### src/rtl/mux_arb_pkg.sv
// Shared types for the two-source mux arbiter: FSM state encoding and
// select-line values.
package mux_arb_pkg;

   typedef enum logic [1:0] {
      IDLE  = 2'd0,
      GNT_X = 2'd1,
      GNT_Y = 2'd2
   } state_t;

   localparam logic SEL_X = 1'b0;
   localparam logic SEL_Y = 1'b1;

endpackage

### src/rtl/mux_arbiter_if.sv
// Source-facing bus of the arbiter: requests and data in, grants, select
// and muxed data out.
interface mux_arbiter_if #(
   parameter int W = 4
);

   // Handshake: a source holds req_* high for as long as it wants the mux;
   // it owns the mux in every cycle its grant_* reads high, and it releases
   // the mux by dropping req_*. The arbiter only looks at edge-sampled values.
   logic         req_x;
   logic         req_y;
   logic [W-1:0] data_x;
   logic [W-1:0] data_y;
   logic         grant_x;
   logic         grant_y;
   logic         sel;
   logic [W-1:0] mux_out;
   logic         busy;

   modport master (
      output req_x, req_y, data_x, data_y,
      input  grant_x, grant_y, sel, mux_out, busy
   );

   modport slave (
      input  req_x, req_y, data_x, data_y,
      output grant_x, grant_y, sel, mux_out, busy
   );

endinterface

### src/rtl/hold_timer.sv
// Saturating grant-hold counter: cleared on grant entry, counts while a
// grant is held, flags when it has reached MAX_HOLD-1.
module hold_timer #(
   parameter int MAX_HOLD = 50_000_000
) (
   input  logic                         clk,
   input  logic                         rst,
   input  logic                         clear,
   input  logic                         enable,
   output logic                         saturated,
   output logic [$clog2(MAX_HOLD)-1:0]  count
);

   localparam int              CW   = $clog2(MAX_HOLD);
   localparam logic [CW-1:0]   LAST = CW'(MAX_HOLD - 1);

   logic [CW-1:0] r_cnt;
   logic          w_sat;

   assign w_sat = (r_cnt == LAST);

   // Clear wins over enable so a handover restarts the count from zero.
   always_ff @(posedge clk) begin
      if (rst) begin
         r_cnt <= '0;
      end else if (clear) begin
         r_cnt <= '0;
      end else if (enable && !w_sat) begin
         r_cnt <= r_cnt + 1'b1;
      end
   end

   assign saturated = w_sat;
   assign count     = r_cnt;

endmodule

### src/rtl/mux_arbiter.sv
// Two-source round-robin mux arbiter with direct handover and a hold limit
// that only preempts the owner while the other source is waiting.
module mux_arbiter
   import mux_arb_pkg::*;
#(
   parameter int W        = 4,
   parameter int MAX_HOLD = 50_000_000
) (
   input  logic                         CLOCK_50,
   input  logic                         reset,
   mux_arbiter_if.slave                 bus,
   output state_t                       o_state,
   output logic [$clog2(MAX_HOLD)-1:0]  o_hold_cnt
);

   localparam int CW = $clog2(MAX_HOLD);

   state_t        r_state;
   state_t        w_next;
   logic          r_sel;
   logic          r_last;
   logic          w_entry;
   logic          w_next_sel;
   logic          w_sat;
   logic          w_grant_x;
   logic          w_grant_y;
   logic [CW-1:0] w_hold_cnt;

   always_comb begin
      w_next = r_state;
      case (r_state)
         IDLE: begin
            if (bus.req_x && bus.req_y) begin
               w_next = (r_last == SEL_X) ? GNT_Y : GNT_X;
            end else if (bus.req_x) begin
               w_next = GNT_X;
            end else if (bus.req_y) begin
               w_next = GNT_Y;
            end
         end
         GNT_X: begin
            if (!bus.req_x) begin
               w_next = bus.req_y ? GNT_Y : IDLE;
            end else if (bus.req_y && w_sat) begin
               w_next = GNT_Y;
            end
         end
         GNT_Y: begin
            if (!bus.req_y) begin
               w_next = bus.req_x ? GNT_X : IDLE;
            end else if (bus.req_x && w_sat) begin
               w_next = GNT_X;
            end
         end
         default: w_next = IDLE;
      endcase
   end

   // Any move into a grant state, including X<->Y handover, is an entry.
   assign w_entry    = (w_next != r_state) && (w_next != IDLE);
   assign w_next_sel = (w_next == GNT_Y) ? SEL_Y : SEL_X;

   // r_last starts at SEL_Y so that X wins the first tie after reset.
   always_ff @(posedge CLOCK_50) begin
      if (reset) begin
         r_state <= IDLE;
         r_sel   <= SEL_X;
         r_last  <= SEL_Y;
      end else begin
         r_state <= w_next;
         if (w_entry) begin
            r_sel  <= w_next_sel;
            r_last <= w_next_sel;
         end
      end
   end

   hold_timer #(
      .MAX_HOLD (MAX_HOLD)
   ) u_hold_timer (
      .clk       (CLOCK_50),
      .rst       (reset),
      .clear     (w_entry),
      .enable    (r_state != IDLE),
      .saturated (w_sat),
      .count     (w_hold_cnt)
   );

   assign w_grant_x = (r_state == GNT_X);
   assign w_grant_y = (r_state == GNT_Y);

   always_comb begin
      bus.mux_out = '0;
      if (w_grant_x) begin
         bus.mux_out = bus.data_x;
      end else if (w_grant_y) begin
         bus.mux_out = bus.data_y;
      end
   end

   assign bus.grant_x = w_grant_x;
   assign bus.grant_y = w_grant_y;
   assign bus.sel     = r_sel;
   assign bus.busy    = w_grant_x | w_grant_y;
   assign o_state     = r_state;
   assign o_hold_cnt  = w_hold_cnt;

endmodule

### src/flat_wrapper.sv
// flat-port wrapper written by rule: the top's interface ports become plain ports
module mux_arbiter_flat import mux_arb_pkg::*;
#(
   parameter int W        = 4,
   parameter int MAX_HOLD = 50_000_000
)
  (CLOCK_50, reset, o_state, o_hold_cnt, bus_req_x, bus_req_y, bus_data_x, bus_data_y, bus_grant_x, bus_grant_y, bus_sel, bus_mux_out, bus_busy);
  mux_arbiter_if #(.W(W)) bus_i ();
  input  logic CLOCK_50;
  input  logic reset;
  output state_t o_state;
  output logic [$clog2(MAX_HOLD)-1:0] o_hold_cnt;
  input wire logic [$bits(bus_i.req_x)-1:0] bus_req_x;
  input wire logic [$bits(bus_i.req_y)-1:0] bus_req_y;
  input wire logic [$bits(bus_i.data_x)-1:0] bus_data_x;
  input wire logic [$bits(bus_i.data_y)-1:0] bus_data_y;
  output wire logic [$bits(bus_i.grant_x)-1:0] bus_grant_x;
  output wire logic [$bits(bus_i.grant_y)-1:0] bus_grant_y;
  output wire logic [$bits(bus_i.sel)-1:0] bus_sel;
  output wire logic [$bits(bus_i.mux_out)-1:0] bus_mux_out;
  output wire logic [$bits(bus_i.busy)-1:0] bus_busy;
  assign bus_i.req_x = bus_req_x;
  assign bus_i.req_y = bus_req_y;
  assign bus_i.data_x = bus_data_x;
  assign bus_i.data_y = bus_data_y;
  assign bus_grant_x = bus_i.grant_x;
  assign bus_grant_y = bus_i.grant_y;
  assign bus_sel = bus_i.sel;
  assign bus_mux_out = bus_i.mux_out;
  assign bus_busy = bus_i.busy;
  mux_arbiter #(.W(W), .MAX_HOLD(MAX_HOLD)) u_core (.CLOCK_50(CLOCK_50), .reset(reset), .bus(bus_i), .o_state(o_state), .o_hold_cnt(o_hold_cnt));
endmodule
### config.mk
export PLATFORM = sky130hd
export DESIGN_NAME = mux_arbiter_flat
export DESIGN_NICKNAME = d
export VERILOG_FILES = /design/src/rtl/mux_arb_pkg.sv /design/src/rtl/mux_arbiter_if.sv /design/src/rtl/hold_timer.sv /design/src/rtl/mux_arbiter.sv /design/src/flat_wrapper.sv
export SDC_FILE = /design/constraint.sdc
export NUM_CORES = 1
export LEC_CHECK = 0
export CAP_MARGIN = 10
export CORE_UTILIZATION = 56
export DETAILED_ROUTE_END_ITERATION = 7
export DONT_BUFFER_PORTS = 1
export PLACE_DENSITY = 0.7
export RECOVER_POWER = 50
export SETUP_SLACK_MARGIN = 0.2
export SYNTH_ARGS = -nofsm -noshare
export SYNTH_HDL_FRONTEND = slang
export SYNTH_SLANG_ARGS = --single-unit
export TNS_END_PERCENT = 30
### constraint.sdc
create_clock -name CLOCK_50 -period 2.8 [get_ports CLOCK_50]
set_clock_uncertainty 0.05 [all_clocks]
set_input_delay 0.42 -clock CLOCK_50 [delete_from_list [all_inputs] [get_ports CLOCK_50]]
set_output_delay 0.42 -clock CLOCK_50 [all_outputs]
set_load 0.01 [all_outputs]
Yosys cells after proc, flatten, opt, wreduce, memory -nomap -nowiden. Cells that the tools add are included.

Bits in registers: 30. Latch bits: 0. Bits in writable memories: 0. Bits in read-only memories: 0. Output and inout bits: 36. Memories: 0.

$add $sub $neg: 1. Multipliers: 0. Div/mod/pow operators: 0. $lt $le $gt $ge: 0. Eq/ne operators: 5. Shift operators: 0. Muxes and demuxes: 14. Bitwise operators: 1. Reduce and logical (&&, ||, !) cells: 10.

Operators by type and width (count): $add 26x1->26 const B (1); $eq 26x26->1 const B (1); $mux 2 (9); $mux 4 (2); $pmux 2 s3 (1); $logic_and 1x1->1 (5); $eq 2x2->1 const B (2); $reduce_bool 2->1 (2); $eq 2x1->1 const B (1); $logic_not 2->1 (1); $mux 1 (2); $ne 2x2->1 (1); $reduce_or 2->1 (1); $logic_not 1->1 (1); $or 1x1->1 (1).

Longest topological paths before layout. Gate-level depths: netlist (run 1).

Word-level depth: 8. Depth in mapped cells: 13. Depth with buffers taken out: 9.

Modules after synthesis. Synthesis (run 1) repeated with hierarchy kept, for this count alone.

Cell total of the unflattened synthesis: 218. Area total of the unflattened synthesis: 1793.0 µm².

By module, submodules not included: hold_timer (times used 1, cells an instance 160, area an instance 1311.3 µm², sequential area each 520.5 µm²); mux_arbiter (times used 1, cells an instance 58, area an instance 481.7 µm², sequential area each 80.1 µm²).

Worst setup path after synthesis (run 1). OpenSTA, ideal clock, no wires.

Path kind: register to register. Start: register u_core.r_state[1], in the netlist u_core.o_state[1]. End: register u_core.r_last. Data arrival time: 2.577 ns. Required time: 2.616 ns. Setup slack: 0.039 ns. Cell stages (with the launch flop): 11. Path buffers: 2. Period minus slack after synthesis: 2.761 ns. Cell sequence: dfxtp_1 > clkbuf_1 > inv_1 > ha_1 > clkbuf_1 > and3_1 > a31oi_1 > nor2b_1 > nor3_1 > o21ai_0 > or4b_1.

Elaborated cells between the ends (all ways): 16.

RTL lines: start: declaration (RTL line mux_arbiter.sv:18) `state_t r_state;`; start signal: assignment (RTL line mux_arbiter.sv:70) `r_state <= w_next;`; $eq 2x1->1 (*); via bus_grant_x (RTL line flat_wrapper.sv:17) `output wire logic [$bits(bus_i.grant_x)-1:0] bus_grant_x;`; $pmux 2 s3 (*) (RTL line mux_arbiter.sv:31) `case (r_state)`; $eq 2x2->1 (tied with other cells) (RTL line mux_arbiter.sv:61) `assign w_next_sel = (w_next == GNT_Y) ? SEL_Y : SEL_X;`; $mux 1 / $logic_and 1x1->1 (equally long branches) (RTL line mux_arbiter.sv:61, mux_arbiter.sv:60); end signal: assignment (RTL line mux_arbiter.sv:73) `r_last <= w_next_sel;`; end: declaration (RTL line mux_arbiter.sv:21) `logic r_last;`.

Mark *: on every way through the listed nets, which the timed path passes. The rest lies on a longest branch. A chain may end at the register's enable or synchronous reset.

Worst setup path in the final report (run 1).
Start: register u_core.r_state[1], in the netlist u_core.o_state[1]. End: register u_core.r_last.

Word-level cells in the longest chain between the ends: 6. Elaborated cells between the ends (all ways): 16.

RTL lines: $mux 2 (RTL line mux_arbiter.sv:37) `end else if (bus.req_y) begin`; $mux 2 (RTL line mux_arbiter.sv:35) `end else if (bus.req_x) begin`; $mux 2 (RTL line mux_arbiter.sv:33) `if (bus.req_x && bus.req_y) begin`; $pmux 2 s3 (RTL line mux_arbiter.sv:31); $eq 2x2->1 (tied with other cells) (RTL line mux_arbiter.sv:61); $mux 1 / $logic_and 1x1->1 (equally long branches) (RTL line mux_arbiter.sv:61, mux_arbiter.sv:60).

Several ways; a longest one is shown, not always the timed one.

==> results of run 1 <==
registers in the layout, summed over array words and instances, names as in the netlist:
signal	count
u_core.r_last	1
u_core.u_hold_timer.count	26
u_core.o_state	2
u_core.bus.sel	1
synthesized netlist by cell type (3+ instances only):
cell	count	area, sq um
nor2_1	37	139
inv_1	4	15.0
a31oi_1	5	31.3
nand2b_1	3	18.8
nand4b_1	3	26.3
dfxtp_1	30	601
xnor2_1	7	61.3
and2_1	3	18.8
nor2b_1	4	25.0
o21ai_0	5	25.0
ha_1	5	62.6
clkbuf_1	6	22.5
nand3_1	13	65.1
and4_1	5	43.8
xor2_1	18	158
nand4_1	9	56.3
and3_1	4	25.0
nand2_1	14	52.6
nor3_1	4	20.0
a22o_1	4	35.0
layout by cell type, fill, tap and decap left out, types with 2 or more instances in the layout:
cell type  netlist  final
inv_1            4      4
nand3_1         13     12
nand2b_1         3      3
xnor2_1          7      7
ha_1             5      4
nor3_1           4      4
o21ai_0          5      5
and2_1           3      3
a22o_1           4      4
or3_1            2      2
and3_1           4      4
clkbuf_1         6     11
mux2i_1          2      2
buf_4            1      3
nand4b_1         3      3
a31oi_1          5      4
nor2b_1          4      3
nor4_4           2      2
a31oi_2          1      2
nand2_1         14     14
dfxtp_1         30     29
xor2_1          18     18
and4_1           5      5
nor2_1          37     37
a311o_1          2      2
o21a_1           2      2
nand4_1          9      9
clkbuf_4         0      5
nand3b_1         2      2
nand3_2          1      2
a21oi_1          2      2
worst max-delay path, cell delays in order, from the launching register on:
cell,delay (ns)
dfxtp_1,0.44
inv_1,0.11
ha_1,0.27
nand3b_1,0.12
o221ai_1,0.12
a31oi_2,0.29
nor2b_4,0.25
nor3_1,0.08
o21ai_0,0.16
or4b_1,0.44
final cells by class:
cell class / count / area share [%]
repair buffers: 14 / 4.14
clock buffers: 7 / 2.84
well taps: 44 / 2.84
flip-flops and latches: 30 / 31.1
clock inverters: 1 / 0.259
multi-input cells: 168 / 58.0
inverters: 4 / 0.776
logic make-up after synthesis:
| group | synth area share (%) |
|---|---|
| multiplexers | 1.13 |
| buffers and inverters | 4.09 |
| adder cells (fa/ha/maj) | 3.52 |
| AO/OA/AOI/OAI | 11.7 |
| AND/OR/NAND/NOR | 33.4 |
| XOR/XNOR | 12.3 |
| flip-flops | 33.8 |
per-layer routing:
metal	vias up	wire (microns)	track usage (%)
met4	0	104	16.3
met3	11	229	9.67
met2	57	2090	41.4
met5	-	0	0
li1	780	-	-
met1	753	1660	29.0
worst paths after layout:
check / end / slack [ns] / depth (start not counted)
min: u_core.bus.sel / 0.09 / 1
max: u_core.r_last / 0.35 / 9
max reg2reg: u_core.r_last / 0.35 / 9
min reg2reg: u_core.bus.sel / 0.52 / 2
through the flow:
stage	std cells	hold slack [ns]	utilization (%)	worst slack [ns]
global placement	259	0.443	62.5	0.301
detailed placement	259	0.443	62.5	0.258
finish	268	0.0860	63.9	0.345
CTS	267	0.0710	64.5	0.232
floorplan	212	0.439	-	0.264
global route	268	0.0574	63.9	0.194
what timing repair did:
item	in CTS	in global routing
gates resized for setup	0	4
endpoints found under the setup margin	0	27
buffers inserted	0	1
power by group through the flow:
stage / registers, mW / logic, mW / clock network [mW]
floorplan: 0.486 / 0.272 / 0
global placement: 0.485 / 0.334 / 0
detailed placement: 0.485 / 0.343 / 0
CTS: 0.475 / 0.345 / 0.284
global route: 0.481 / 0.379 / 0.305
finish: 0.476 / 0.344 / 0.276
==> impl_metrics.json, run 1 <==
{
  "status": "complete, no violations",
  "core_sq_um": 3030,
  "fp.dieW_microns": 58.3,
  "nFillCells": 284,
  "die_y_microns": 58.3,
  "synth_seq_area_share_pct": 33.8,
  "reg2reg_from": "u_core.o_state[1]",
  "drc": 0,
  "pwr-share-clk_pct": 25.1,
  "path_clk_slew_ns": 0.10,
  "start_util_pct": 58.6,
  "cts_sinks": 30,
  "numCtsBuffers": 5,
  "ys_ff_latch": 30,
  "seq_power_share_pct": 43.5,
  "synth_cells": 212,
  "synth_nets": 229,
  "cts_buffer_depth": 2,
  "grt_pass1_wl_mm": 6.67,
  "numPortBuffers": 0,
  "combPwrFrac_pct": 31.4,
  "tns_ns": 0,
  "multi_input_area_sq_um": 1120,
  "worst_ep_required_time_ns": 2.97,
  "fmax_mhz": 407,
  "vias": 1601,
  "drive_gt1_share_pct": 9.38,
  "cp.arrival_ns": 2.63,
  "intPower_mw": 0.708,
  "critPathLaunchType": "register",
  "yosys.cell_types.count": 41,
  "syn_area_per_cell_sq_um": 8.37,
  "n_antenna_cell": 0,
  "async_reset_ff_share_pct": 0,
  "vdd_drop_max_uv": 352,
  "critPathCaptureType": "register",
  "hp-start": "reset",
  "dr.pass1.iters": 5,
  "fp.dieArea_sq_um": 3400,
  "htreeDepth": 2,
  "track_usage_pct": 25.8,
  "place_area_sq_um": 1890,
  "regArea_sq_um": 602,
  "fin_crit_sh_pct": 87.7,
  "slew_violations": 0,
  "antenna_found_initial": 0,
  "grt_max_degree": 27,
  "ys_warn_count": 0,
  "worst_slew_pin_slew_ns": 0.477,
  "drt_iter0_markers": 157,
  "p_sw_share_pct": 35.4,
  "hold_viol": 0,
  "syn-cell-area_sq_um": 1780,
  "grt_setup_unrepaired": "yes",
  "layout.nets": 240,
  "synthFlopType": "dfxtp_1",
  "cp_max_fo": 6,
  "routabilityCongestion": 0.925,
  "cts_tree": "done",
  "clk_latency_ns": 0.33,
  "power_density_nw_per_um2": 566,
  "cts_root_buf": "clkbuf_4",
  "viasPerCell": 5.97,
  "finalInstanceArea_sq_um": 1940,
  "dp_hpwl_mm": 2.99,
  "startpoint": "u_core.o_state[1]",
  "routedWlPerCell_microns": 15.2,
  "synth_edf_count": 0,
  "p_leak_nw": 0.659,
  "setup-violations-final": 0,
  "grt.overflow.total": 0,
  "first_global_vias": 1506,
  "p_total_mw": 1.10,
  "hold_path_class": "primary input to register",
  "routed_wl_mm": 4.09,
  "area_growth_pct": 9.02,
  "critical_path_class": "register to register",
  "max_cap_viol_count": 0,
  "ant_nets": 0,
  "period_needed_ns": 2.45,
  "switchingPower_mw": 0.388,
  "postCtsHoldBufs": 0,
  "io_pins": 48,
  "rows": 20,
  "slew_headroom_pct": 68.0
}
No activity file was read; power rests on OpenSTA's default activity.
==> run 2: changes to the inputs <==
==> constraint.sdc (replaced) <==
create_clock -name CLOCK_50 -period 2.8 [get_ports CLOCK_50]
set_clock_uncertainty 0.05 [all_clocks]
set_input_delay 0.14 -clock CLOCK_50 [delete_from_list [all_inputs] [get_ports CLOCK_50]]
set_output_delay 0.14 -clock CLOCK_50 [all_outputs]
set_load 0.01 [all_outputs]
==> run 2 against run 1 <==
  * Die area unchanged
  * Via count up 0.50%
  * Worst setup slack better by 0.0059 ns
  * Final cell count up 0.37%
  * Critical path type unchanged
  * Clock power about the same
  * Final area up 0.52%
==> impl_metrics.json, run 2 (synthesis gave the netlist of run 1 again) <==
{
  "drive_gt1_share_pct": 9.33,
  "fmax_mhz": 408,
  "hold_path_class": "primary input to register",
  "regArea_sq_um": 602,
  "path_clk_slew_ns": 0.10,
  "fp.dieW_microns": 58.3,
  "fin_hold_ws_ns": 0.129,
  "track_usage_pct": 25.9,
  "hp-start": "bus_req_y",
  "vias": 1609,
  "critPathLaunchType": "register",
  "max_cap_viol_count": 0,
  "worst_ep_required_time_ns": 2.99,
  "n_antenna_cell": 0,
  "critPathCaptureType": "register",
  "numPortBuffers": 0,
  "rows": 20,
  "multi_input_area_sq_um": 1120,
  "drc": 0,
  "pre_cts_ws_ns": 0.258,
  "clk_latency_ns": 0.34,
  "final_common_cell": "nor2_1",
  "die_y_microns": 58.3,
  "grt_setup_unrepaired": "yes",
  "routabilityCongestion": 0.925,
  "layout.nets": 241,
  "viasPerCell": 5.98,
  "p_leak_nw": 0.663,
  "first_global_vias": 1515,
  "cp.arrival_ns": 2.63,
  "vdd_drop_max_uv": 351,
  "dp_hpwl_mm": 2.99,
  "core_sq_um": 3030,
  "hold_viol": 0,
  "routed_wl_mm": 4.09,
  "largest_register_ffs": 26,
  "area_growth_pct": 9.58,
  "power_density_nw_per_um2": 565,
  "tns_ns": 0,
  "setup-violations-final": 0,
  "cts_sinks": 30,
  "reg2regPathDepth": 10,
  "routedWlPerCell_microns": 15.2,
  "rrSetupSlack_ns": 0.35,
  "start_util_pct": 58.6,
  "utilization_pct": 64.3,
  "hold_path_end": "u_core.o_state[1]",
  "cts_buffer_depth": 2,
  "drt_iter0_markers": 146,
  "slew_violations": 0,
  "reg2reg_from": "u_core.u_hold_timer.count[0]",
  "grt_max_degree": 27,
  "cts_root_buf": "clkbuf_4",
  "worst_slack_ns": 0.351,
  "nFillCells": 283,
  "fp.dieArea_sq_um": 3400,
  "mostFrequentLayoutCells": "nor2_1 (37), dfxtp_1 (29), xor2_1 (18)",
  "fin_crit_sh_pct": 87.5,
  "numCtsBuffers": 5,
  "rr_endpoint": "u_core.u_hold_timer.count[24]",
  "grt.overflow.total": 0,
  "cts_tree": "done",
  "status": "complete, no violations",
  "critical_path_class": "register to register",
  "cp_max_fo": 26,
  "ant_nets": 0,
  "slew_headroom_pct": 68.0,
  "htreeDepth": 2,
  "io_pins": 48,
  "min_path_cells": 4,
  "antenna_found_initial": 0,
  "worst_slew_pin_slew_ns": 0.476,
  "grt_pass1_wl_mm": 6.69,
  "dr.pass1.iters": 5,
  "period_needed_ns": 2.45
}
==> run 2: cell count changes in the layout (fill, tap and decap cells not counted), sizes merged <==
cell         previous run  this run
dlygate4sd3             0         1
==> run 2: power breakdown <==
group	switching (mW)	internal [mW]
clock network	0.155	0.122
logic	0.207	0.139
registers	0.0273	0.449
==> run 2: cell type report <==
cell class                 instances  share of cell area [%]
clock buffer                       7                    2.83
multi-input combinational        168                    57.7
clock inverter                     1                   0.257
timing repair buffer              15                    4.63
sequential                        30                    30.9
tap                               44                    2.83
inverter                           4                   0.772
==> run 2: what timing repair did <==
item	CTS	global route
setup endpoints to repair	0	27
buffers inserted	0	1
resized for setup	0	4
hold endpoints to repair	4	0
hold buffers	1	0
==> run 2: worst max path at each step <==
stage,depth (start not counted),slack [ns],startpoint,end
global placement,9,0.30,u_core.o_state[0],u_core.r_last
floorplan,10,0.26,u_core.o_state[0],u_core.r_last
detailed placement,9,0.26,u_core.o_state[0],u_core.r_last
CTS,9,0.23,u_core.o_state[0],u_core.r_last
global route,9,0.19,u_core.o_state[1],u_core.r_last
finish,10,0.35,u_core.u_hold_timer.count[0],u_core.u_hold_timer.count[24]
==> run 2: per-layer routing <==
| layer | wire [microns] | up-vias | track usage [%] | share of wire (%) |
|---|---|---|---|---|
| met5 | 0 | - | 0 | 0 |
| met4 | 109 | 0 | 16.3 | 2.7 |
| met3 | 258 | 12 | 9.45 | 6.3 |
| met2 | 2100 | 67 | 41.5 | 51 |
| met1 | 1620 | 749 | 29.3 | 40 |
| li1 | - | 781 | - | - |
==> run 2: critical path: stages (launching register included) <==
cell and delay, ns:
dfxtp_1 0.34, ha_1 0.20, nand3_2 0.12, nor4_4 0.32, buf_4 0.20, a41oi_1 0.10
or3_1 0.39, a32oi_1 0.20, o22a_1 0.20, buf_12 0.17, nor2_1 0.07
==> run 2: per-stage QoR <==
stage               total power, mW  cells  cell area [sq um]
floorplan                     0.759    212               1790
global placement              0.819    259               1890
detailed placement            0.828    259               1890
CTS                            1.11    268               1960
global route                   1.17    269               1950
finish                         1.10    269               1950
